===== config.mk =====
export PLATFORM = sky130hd
export DESIGN_NAME = cordic_iter_ctrl
export DESIGN_NICKNAME = d
export VERILOG_FILES = /design/src/rtl/cordic_iter_ctrl.sv
export SDC_FILE = /design/constraint.sdc
export NUM_CORES = 1
export LEC_CHECK = 0
export CORE_MARGIN = 2
export CORE_UTILIZATION = 50
export DETAILED_ROUTE_END_ITERATION = 10
export DONT_BUFFER_PORTS = 1
export PLACE_DENSITY = 0.72
export RECOVER_POWER = 50
export SYNTH_ARGS = -nofsm -noshare
export SYNTH_HDL_FRONTEND = slang
export SYNTH_SLANG_ARGS = --single-unit

===== constraint.sdc =====
create_clock -name clk -period 6.13 [get_ports clk]
set_input_delay 0.9195 -clock clk [delete_from_list [all_inputs] [get_ports clk]]
set_output_delay 0.9195 -clock clk [all_outputs]
set_load 0.03 [all_outputs]

===== src/rtl/cordic_iter_ctrl.sv =====
// Iterative CORDIC rotation-mode sequencer.
// A single shift-add datapath is reused for ITER micro-rotations, one per
// clock. The block owns the iteration counter, the arctangent lookup, the
// variable shift amount and the valid/ready handshakes on both sides.
module cordic_iter_ctrl #(
    parameter int ITER  = 16,
    parameter int CNT_W = 5
) (
    input  logic                    clk,
    input  logic                    rst,
    input  logic                    in_valid,
    output logic                    in_ready,
    input  logic signed [31:0]      x_in,
    input  logic signed [31:0]      y_in,
    input  logic signed [31:0]      z_in,
    output logic                    out_valid,
    input  logic                    out_ready,
    output logic signed [31:0]      x_out,
    output logic signed [31:0]      y_out,
    output logic signed [31:0]      z_out,
    output logic                    busy,
    output logic [CNT_W-1:0]        iter_idx
);

    typedef enum logic [1:0] {
        S_IDLE = 2'd0,
        S_RUN  = 2'd1,
        S_DONE = 2'd2
    } state_t;

    localparam logic [CNT_W-1:0] LAST_IDX = CNT_W'(ITER - 1);

    state_t                 state_q, state_nx;
    logic [CNT_W-1:0]       iter_q, iter_nx;
    logic signed [31:0]     x_q, y_q, z_q;
    logic signed [31:0]     x_nx, y_nx, z_nx;
    logic signed [31:0]     x_sh, y_sh, atan_i;

    // trunc(atan(2^-i) * 2^30). For i >= 10 the cubic term is below one LSB
    // but still strictly positive, so the truncated value is 2^(30-i) - 1.
    function automatic logic signed [31:0] atan_lut(input logic [CNT_W-1:0] i);
        logic [31:0] idx;
        idx = 32'(i);
        case (idx)
            32'd0:   atan_lut = 32'sh3243F6A8;
            32'd1:   atan_lut = 32'sh1DAC6705;
            32'd2:   atan_lut = 32'sh0FADBAFC;
            32'd3:   atan_lut = 32'sh07F56EA6;
            32'd4:   atan_lut = 32'sh03FEAB76;
            32'd5:   atan_lut = 32'sh01FFD55B;
            32'd6:   atan_lut = 32'sh00FFFAAA;
            32'd7:   atan_lut = 32'sh007FFF55;
            32'd8:   atan_lut = 32'sh003FFFEA;
            32'd9:   atan_lut = 32'sh001FFFFD;
            32'd10:  atan_lut = 32'sh000FFFFF;
            32'd11:  atan_lut = 32'sh0007FFFF;
            32'd12:  atan_lut = 32'sh0003FFFF;
            32'd13:  atan_lut = 32'sh0001FFFF;
            32'd14:  atan_lut = 32'sh0000FFFF;
            32'd15:  atan_lut = 32'sh00007FFF;
            32'd16:  atan_lut = 32'sh00003FFF;
            32'd17:  atan_lut = 32'sh00001FFF;
            32'd18:  atan_lut = 32'sh00000FFF;
            32'd19:  atan_lut = 32'sh000007FF;
            32'd20:  atan_lut = 32'sh000003FF;
            32'd21:  atan_lut = 32'sh000001FF;
            32'd22:  atan_lut = 32'sh000000FF;
            32'd23:  atan_lut = 32'sh0000007F;
            32'd24:  atan_lut = 32'sh0000003F;
            32'd25:  atan_lut = 32'sh0000001F;
            32'd26:  atan_lut = 32'sh0000000F;
            32'd27:  atan_lut = 32'sh00000007;
            32'd28:  atan_lut = 32'sh00000003;
            32'd29:  atan_lut = 32'sh00000001;
            default: atan_lut = 32'sh00000000;
        endcase
    endfunction

    // Arithmetic right shift by the current iteration index.
    function automatic logic signed [31:0] asr(input logic signed [31:0] v,
                                               input logic [CNT_W-1:0] s);
        asr = v >>> s;
    endfunction

    assign x_sh   = asr(x_q, iter_q);
    assign y_sh   = asr(y_q, iter_q);
    assign atan_i = atan_lut(iter_q);

    // Next-state, counter and micro-rotation datapath.
    always_comb begin
        state_nx = state_q;
        iter_nx  = iter_q;
        x_nx     = x_q;
        y_nx     = y_q;
        z_nx     = z_q;
        case (state_q)
            S_IDLE: begin
                if (in_valid) begin
                    state_nx = S_RUN;
                    iter_nx  = '0;
                    x_nx     = x_in;
                    y_nx     = y_in;
                    z_nx     = z_in;
                end
            end
            S_RUN: begin
                // Zero residual angle rotates in the negative direction.
                if (z_q > 32'sd0) begin
                    x_nx = x_q - y_sh;
                    y_nx = y_q + x_sh;
                    z_nx = z_q - atan_i;
                end else begin
                    x_nx = x_q + y_sh;
                    y_nx = y_q - x_sh;
                    z_nx = z_q + atan_i;
                end
                iter_nx = iter_q + CNT_W'(1);
                if (iter_q == LAST_IDX) begin
                    state_nx = S_DONE;
                end
            end
            S_DONE: begin
                // Leaving DONE always passes through IDLE for one cycle.
                if (out_ready) begin
                    state_nx = S_IDLE;
                    iter_nx  = '0;
                end
            end
            default: begin
                state_nx = S_IDLE;
                iter_nx  = '0;
            end
        endcase
    end

    // State, counter and working registers; reset discards any operation.
    always_ff @(posedge clk) begin
        if (rst) begin
            state_q <= S_IDLE;
            iter_q  <= '0;
            x_q     <= '0;
            y_q     <= '0;
            z_q     <= '0;
        end else begin
            state_q <= state_nx;
            iter_q  <= iter_nx;
            x_q     <= x_nx;
            y_q     <= y_nx;
            z_q     <= z_nx;
        end
    end

    assign in_ready  = (state_q == S_IDLE);
    assign busy      = (state_q == S_RUN) || (state_q == S_DONE);
    assign out_valid = (state_q == S_DONE);
    assign x_out     = x_q;
    assign y_out     = y_q;
    assign z_out     = z_q;
    assign iter_idx  = iter_q;

endmodule

* Word level (Yosys, flattened, before mapping) *
Memories as Yosys holds them, arrays and structs flattened. A register that Yosys moved wholly into a read port is not among the register bits.
Index checks and enable logic that the tools add are counted.

storage, ports and cells
  register bits after elaboration = 103
  memory bits (read-only) = 960
  input bits = 100
  output and inout bits = 104
  logic and storage cells = 46
  memories = 1

operators by class
  add/sub/neg operators = 7
  order comparisons = 1
  equality and inequality tests = 6
  shift operators = 2
  multiplexer cells = 18
  reduce and logical (&&, ||, !) cells = 6

memories
  memory            words  width  read ports  clocked after memory_dff  write ports  RTL line  source
  (name not given)  32     30     1           1                         0            44        case (idx)

operator list
  cell                                                   count
  2-to-1 mux 32 bit                                      6
  one-hot mux 32 bit (2 select lines)                    3
  adder 32 bit                                           3
  subtractor 32 bit                                      3
  >>> shifter 32 x 5 -> 32 bit                           2
  > comparator 32 x 1 -> 1 bit, second input constant    1
  2-to-1 mux 5 bit                                       4
  one-hot mux 5 bit (3 select lines)                     1
  2-to-1 mux 2 bit                                       3
  one-hot mux 2 bit (3 select lines)                     1
  adder 5 x 1 -> 5 bit, second input constant            1
  == test 5 x 4 -> 1 bit, second input constant          1
  inequality test 2 bit, second input constant           2
  AND reduction 2 bit                                    2
  AND reduction 3 bit                                    1
  == test 2 x 1 -> 1 bit, second input constant          1
  == test 2 bit, second input constant                   1
  zero test 2 bit                                        1
  inequality test 2 x 1 -> 1 bit, second input constant  1
  nonzero test 2 bit                                     1
  logical OR 1 bit                                       1

* Logic depth before layout (Yosys ltp) *
Gate-level depths: netlist (run 1).

  word-level depth = 5
  gate-level depth with buffers = 27

* Least setup slack after synthesis (run 1) *
Ideal clock, no wire load.

  path type = register to register
  start = reg iter_q[0] (netlist: iter_idx[0])
  end = reg x_q[31] (netlist: x_out[31])
  setup time = 0.129 ns
  arrival = 5.925 ns
  slack = 0.076 ns
  cell stages (with the launch flop) = 22
  path buffers = 2
  period minus slack after synthesis = 6.054 ns
  cell sequence = dfxtp_1 -> buf_2 -> clkbuf_1 -> mux4_2 -> a22o_1 -> a21o_1 -> a211oi_1 -> ha_1 -> nand4_1 -> or4_4 -> and2_2 -> xnor2_1 -> ha_1 -> a21o_1 -> a211oi_1 -> o21ai_0 -> a221oi_1 -> o31ai_1 -> o41ai_1 -> o21ai_0 -> xnor2_1 -> o22ai_1

on the way
  longest elaborated chain between the ends = 4
  elaborated cells on any way between the ends = 5

ends and longest elaborated chain
  what                                                      RTL line  source
  start: declaration                                        34        logic [CNT_W-1:0] iter_q, iter_nx;
  start signal: assignment                                  146       iter_q <= iter_nx;
  >>> shifter 32 x 5 -> 32 bit (*)                          82        asr = v >>> s;
  adder 32 bit / subtractor 32 bit (equally long branches)  113, 109
  2-to-1 mux 32 bit (*)                                     108       if (z_q > 32'sd0) begin
  one-hot mux 32 bit (2 select lines) (*)                   96        case (state_q)
  end signal: assignment                                    147       x_q <= x_nx;
  end: declaration                                          35        logic signed [31:0] x_q, y_q, z_q;

Every way passes the cells marked *; elsewhere a longest branch is shown, timed or not.
A chain may end at the register's enable or synchronous reset.

* Worst setup path after layout (run 1) *
  start = reg iter_q[1] (netlist: iter_idx[1])
  end = reg y_q[31] (netlist: y_out[31])

on the way
  longest elaborated chain between the ends = 4
  elaborated cells on any way between the ends = 5

ends and longest elaborated chain
  what                                                      RTL line  source
  >>> shifter 32 x 5 -> 32 bit (*)                          82
  subtractor 32 bit / adder 32 bit (equally long branches)  114, 110
  2-to-1 mux 32 bit (*)                                     108
  one-hot mux 32 bit (2 select lines) (*)                   96
  end signal: assignment                                    148       y_q <= y_nx;
  end: declaration                                          35

Marks and branches as above.

==> results of run 1 <==
-- timing repair --
item                                   in CTS  in global routing
setup endpoints to repair                   2                 21
buffers inserted                            0                  5
resized for setup                           1                 12
endpoints found under the hold margin       0                  0
pin swaps                                   0                  1
-- per-layer routing --
metal / part of all wire / global-route usage / vias up
met4: 0.043 / 0.169 / 2
met1: 0.41 / 0.474 / 8613
met2: 0.47 / 0.648 / 876
met3: 0.080 / 0.0796 / 161
met5: 0.00027 / 0 / -
li1: - / - / 8166
-- final timing paths --
path,to,start,slack (ns),cells past startpoint
worst min register to register,state_q[1],state_q[1],0.54,2
worst max-delay path,y_out[31],iter_idx[1],0.29,21
worst max register to register,y_out[31],iter_idx[1],0.29,21
worst min-delay path,y_out[27],rst,0.53,1
-- registers in the layout (all words and copies together), names as in the netlist --
signal    cells
atan_i       30
iter_idx      5
state_q       2
x_out        32
y_out        32
z_out        32
-- metrics by stage --
stage	hold WS, ns	util	TNS, ns	setup WS, ns	instances
finish	0.533	0.581	0	0.285	2680
global route	0.510	0.581	-0.0942	-0.0453	2680
CTS	0.513	0.583	0	0.00764	2675
detailed placement	0.517	0.564	0	0.0210	2643
global placement	0.500	0.564	0	0.0491	2643
floorplan	0.462	-	0	0.0755	2099
-- power by group through the flow --
| stage | registers [mW] | clock network [mW] | logic, mW |
|---|---|---|---|
| after detailed placement | 1.37 | 0 | 5.05 |
| after global placement | 1.37 | 0 | 4.96 |
| after CTS | 1.35 | 1.18 | 5.08 |
| after global routing | 1.37 | 1.22 | 5.60 |
| final | 1.35 | 1.18 | 5.14 |
| after floorplan | 1.41 | 0 | 3.36 |
-- cell type report --
cell class,count,area (um^2),share of cell area
multi-input combinational,1791,13200,0.696
clock inverter,11,200,0.0106
timing repair buffer,235,1700,0.0897
clock buffer,21,440,0.0233
sequential,133,2680,0.141
tap,442,553,0.0292
inverter,47,176,0.00933
-- cells by family after synthesis --
family                   Yosys count
adder cells (fa/ha/maj)          119
flip-flops                       133
XOR/XNOR                         164
AO/OA/AOI/OAI                    726
multiplexers                     178
buffers and inverters            175
AND/OR/NAND/NOR                  604
-- cells in the final DEF (no fill, tap or decap), types with 13 or more instances in the layout --
| cell type | n |
|---|---|
| a211oi_1 | 71 |
| nand4_1 | 15 |
| nor2_1 | 218 |
| nand2_1 | 168 |
| buf_4 | 180 |
| clkbuf_1 | 50 |
| mux2_2 | 37 |
| nor2b_1 | 16 |
| o31ai_1 | 21 |
| o21bai_1 | 14 |
| a21oi_1 | 222 |
| mux4_2 | 47 |
| clkbuf_16 | 17 |
| xor2_1 | 58 |
| dfxtp_1 | 128 |
| nand3_1 | 23 |
| nor3_1 | 43 |
| mux2i_1 | 80 |
| and3_1 | 23 |
| a21o_1 | 62 |
| ha_1 | 116 |
| inv_1 | 42 |
| o21a_1 | 24 |
| xnor2_1 | 106 |
| o21ai_0 | 138 |
| and2_1 | 17 |
| mux4_1 | 13 |
| nand2b_1 | 14 |
| a31oi_1 | 27 |
-- critical path, cell delays in order (launching register included) --
cell,delay (ns)
dfxtp_4,0.44
buf_12,0.24
mux4_2,0.55
a222oi_1,0.46
o21ai_0,0.14
a211o_1,0.34
nor4_4,0.39
nor2b_1,0.27
inv_1,0.07
o21ai_0,0.21
xor2_1,0.17
ha_1,0.28
o21a_1,0.20
o31ai_1,0.06
a21oi_1,0.10
o31ai_1,0.42
a21oi_1,0.18
o21a_1,0.28
o2111a_1,0.30
or3_1,0.35
mux2i_1,0.14
o41ai_1,0.09
==> flow_summary.json, run 1 <==
{
  "synth-compound-area-share": 0.283,
  "rows": 66,
  "clk_pin_slew_ns": 0.06,
  "synth.distinct_cells": 89,
  "hpwl_mm": 51.8,
  "required_ns": 6.45,
  "synth_most_common_cell": "a21oi_1",
  "hold_violations": 0,
  "numCtsBuffers": 17,
  "die_area_um2": 34500,
  "crit_fanout": 25,
  "fin_nets": 2444,
  "fillCellCount": 3099,
  "synth-simple-area-share": 0.172,
  "synth_top_area_frac": 0.161,
  "synthTopCellsByArea": "dfxtp_1, ha_1, a21oi_1",
  "cap_violations": 2,
  "wl_mm": 67.6,
  "critPathLaunchType": "flop",
  "swShare": 0.484,
  "hp-class": "in2reg",
  "ant_nets": 0,
  "antenna_found_initial": 1,
  "clock-sinks": 133,
  "grt_pass1_wl_mm": 101,
  "overflow": 0,
  "start_util": 0.508,
  "core-area_um2": 32500,
  "cts_root_buf": "clkbuf_16",
  "clock_latency_ns": 0.47,
  "setup_viol": 0,
  "finalCritPeriodShare": 0.953,
  "worstSetupPathType": "reg2reg",
  "portBuffers": 0,
  "syn-instance-count": 2099,
  "syn_avg_cell_area_um2": 7.87,
  "leakage_nw": 7.91,
  "yosys-top-cells-count": "a21oi_1, nor2_1, nand2_1",
  "violations": "max-capacitance violations, max-slew violations",
  "routabilityCongestion": 1.02,
  "synth_top_family_by_area": "compound AO/OA/AOI/OAI gates",
  "ir_worst_vdd_mv": 0.326,
  "yosys_warnings": 0,
  "cts_tree": "built",
  "routed-via-count": 17818,
  "switching_power_mw": 3.72,
  "p_int_mw": 3.96,
  "cts_hold_buf": 0,
  "synth_nets": 2318,
  "ys_seq_area_frac": 0.161,
  "finalPower_mw": 7.68,
  "maxSlewViolCount": 31,
  "muxShareOfSynthArea": 0.159,
  "arrival_ns": 6.16,
  "synth_ff_type": "dfxtp_1",
  "place_area_um2": 18300,
  "fmax_mhz": 171,
  "synth_xor_area_frac": 0.0869,
  "clockBufferDepth": 2,
  "power.density_nw_per_um2": 406,
  "htreeDepth": 4,
  "ioPinCount": 204,
  "grt_pass1_vias": 17022,
  "dr.pass1.iters": 6,
  "power_frac_seq": 0.176,
  "die_height_um": 186,
  "drc_errors": 0,
  "end_kind": "flop",
  "drt-wirelength-per-cell_um": 25.2,
  "fin_area_um2": 18900,
  "fp.dieW_um": 186,
  "synthArstFlopShare": 0,
  "drt_iter0_drc": 1752,
  "min_period_ns": 5.84,
  "synth_edf_count": 0,
  "vias_per_cell": 6.65,
  "synth_top_cell_by_area": "dfxtp_1",
  "clockPowerShare": 0.153,
  "grt_usage": 0.385,
  "clock_skew_ns": 0.0166,
  "ys_seq_elements": 133,
  "grt_max_degree": 136,
  "p_comb_frac": 0.670,
  "worst_slew_pin_slew_ns": 1.53,
  "num_antenna_cells": 0,
  "syn2layout_area_growth_pct": 14.5,
  "drive_gt1_frac": 0.152,
  "status": "finished with violations",
  "slew_headroom": -0.0209,
  "synthAdderAreaFrac": 0.0915,
  "syn_area_um2": 16500
}
No activity file was read; power rests on OpenSTA's default activity.
==> run 2: changes to the inputs <==
--- a/config.mk
+++ b/config.mk
@@ -9,7 +9,7 @@
 export CORE_UTILIZATION = 50
 export DETAILED_ROUTE_END_ITERATION = 10
 export DONT_BUFFER_PORTS = 1
-export PLACE_DENSITY = 0.72
+export PLACE_DENSITY_LB_ADDON = 0.15
 export RECOVER_POWER = 50
 export SYNTH_ARGS = -nofsm -noshare
 export SYNTH_HDL_FRONTEND = slang
==> run 2 against run 1 <==
  * The run now ends clean
  * Clock-buffer cell count is 2 lower
  * Via count is 1.4% lower
  * Non-clock buffer count down 45
  * Highest routed layer is now met4
  * Clock power is 4% lower
  * Sequential share of layout area rose by 0.10 points
  * Clock skew fell by 0.0035 ns
  * Critical path depth up 3
  * Global-route usage shrank 0.93 points
  * First-iteration DRC count decreased by 14%
  * Sequential cell count unchanged
  * Maximum frequency down 4.1%
  * Register-to-register slack worse by 0.25 ns
==> flow_summary.json, run 2 (synthesized netlist as in run 1, its figures left out) <==
{
  "start_util": 0.508,
  "rr_endpoint": "x_out[29]",
  "fin_area_um2": 18800,
  "grt_pass1_wl_mm": 98.1,
  "clock_latency_ns": 0.46,
  "crit_fanout": 28,
  "routabilityCongestion": 1.07,
  "layout_setup_ws_ns": 0.0367,
  "portBuffers": 0,
  "drive_gt1_frac": 0.161,
  "cts_tree": "built",
  "setup_viol": 0,
  "reg2reg_from": "iter_idx[2]",
  "ant_nets": 0,
  "fin_hold_ws_ns": 0.524,
  "min-delay-start": "state_q[1]",
  "cap_violations": 0,
  "final_common_cell": "a21oi_1",
  "fillCellCount": 3116,
  "worstSetupPathType": "reg2reg",
  "cts_hold_buf": 0,
  "hp-class": "reg2reg",
  "leakage_nw": 7.85,
  "ir_worst_vdd_mv": 0.244,
  "finalCritPeriodShare": 0.994,
  "arrival_ns": 6.49,
  "final_cells": 2637,
  "grt_usage": 0.376,
  "utilization": 0.577,
  "place_area_um2": 17800,
  "min_path_cells": 2,
  "min_to": "state_q[1]",
  "status": "finished clean",
  "grt_max_degree": 74,
  "clock_skew_ns": 0.0131,
  "critPathMostFrequentCell": "buf_4",
  "antenna_found_initial": 2,
  "ioPinCount": 204,
  "cts_root_buf": "clkbuf_16",
  "clk_pin_slew_ns": 0.07,
  "clockBufferDepth": 2,
  "syn2layout_area_growth_pct": 13.7,
  "fin_nets": 2399,
  "slew_headroom": 0.212,
  "finalPower_mw": 7.45,
  "hold_violations": 0,
  "wl_mm": 66.9,
  "power.density_nw_per_um2": 397,
  "clock-sinks": 133,
  "fmax_mhz": 164,
  "numCtsBuffers": 17,
  "dr.pass1.iters": 7,
  "end_kind": "flop",
  "dp_slack_ns": -0.142,
  "tns_ns": 0,
  "rrSetupSlack_ns": 0.04,
  "vias_per_cell": 6.66,
  "cp_slowest_cell": "nor3b_1",
  "critPathLaunchType": "flop",
  "drt-wirelength-per-cell_um": 25.4,
  "fp.dieW_um": 186,
  "routed-via-count": 17565,
  "htreeDepth": 4,
  "min_period_ns": 6.09,
  "ff2ff_path_depth": 24,
  "slowest_delay_ns": 0.96,
  "die_area_um2": 34500,
  "worst_slew_pin_slew_ns": 1.18,
  "hpwl_mm": 50.6,
  "drc_errors": 0,
  "required_ns": 6.53,
  "die_height_um": 186,
  "maxSlewViolCount": 0,
  "grt_pass1_vias": 16329,
  "overflow": 0,
  "crit_path_cell_trace": "buf_12 -> nor3b_1 -> a22o_1 -> a21o_1 -> a211oi_2 -> buf_4 -> ha_1 -> nand4_1 -> buf_4 -> o21ai_0 -> xor2_1 -> ha_1 -> a21oi_1 -> o21ai_0 -> a2111oi_1 -> buf_4 -> nor2_1 -> a221oi_2 -> o31ai_2 -> o41ai_2 -> buf_4 -> xnor2_1 -> nand2_1 -> a21oi_1",
  "rows": 66,
  "mostFrequentLayoutCells": "a21oi_1, nor2_1, buf_4",
  "drt_iter0_drc": 1514,
  "core-area_um2": 32500,
  "placed_cells": 2575
}
run 2: changes by cell type in the layout (fill, tap and decap cells not counted), sizes merged:
cell,previous run,this run
clkbuf,67,26
clkinvlp,2,4
bufinv,5,3
diode,0,2
inv,43,45
buf,189,183
run 2: critical path: cells and delay by family (launching register included):
kind,cells,cell delay [ns]
AND/OR/NAND/NOR,4,1.28
flip-flops,1,0.61
buffers and inverters,5,0.91
adder cells (fa/ha/maj),2,0.56
XOR/XNOR,2,0.34
AO/OA/AOI/OAI,11,2.29
run 2: final cells by class:
cell class / instances / area, um^2 / area share
inverters: 47 / 180 / 0.00959
diodes: 2 / 5.00 / 0.000266
clock inverters: 13 / 173 / 0.00919
well taps: 442 / 553 / 0.0294
repair buffers: 190 / 1540 / 0.0817
multi-input cells: 1791 / 13200 / 0.704
flip-flops and latches: 133 / 2680 / 0.142
clock buffers: 19 / 443 / 0.0236
run 2: how the worst max path moves through the flow:
stage	from	endpoint	slack [ns]	cells past startpoint
floorplan	iter_idx[0]	x_out[31]	0.08	21
global placement	iter_idx[1]	y_out[26]	-0.006	21
detailed placement	iter_idx[1]	x_out[31]	-0.14	21
CTS	iter_idx[1]	y_out[26]	0.0008	21
global route	iter_idx[1]	x_out[29]	-0.08	23
finish	iter_idx[2]	x_out[29]	0.04	24
run 2: routing by layer:
metal  routed length, um  track usage  up-vias
li1                    -            -     8073
met5                   0            0        -
met3                5180       0.0716      131
met1               28000        0.475     8510
met4                2320        0.147        0
met2               31400        0.630      851
run 2: timing repair:
action,4_1_cts,5_1_grt
pin swaps,0,8
gates cloned,0,1
endpoints found under the setup margin,7,16
resized for setup,2,22
buffers inserted,1,26
run 2: power by group:
part | leakage, nW | switching [mW] | internal [mW]
logic | 6.46 | 2.86 | 2.09
registers | 1.10 | 0.374 | 1.00
clock network | 0.293 | 0.476 | 0.657
total | 7.85 | 3.71 | 3.74
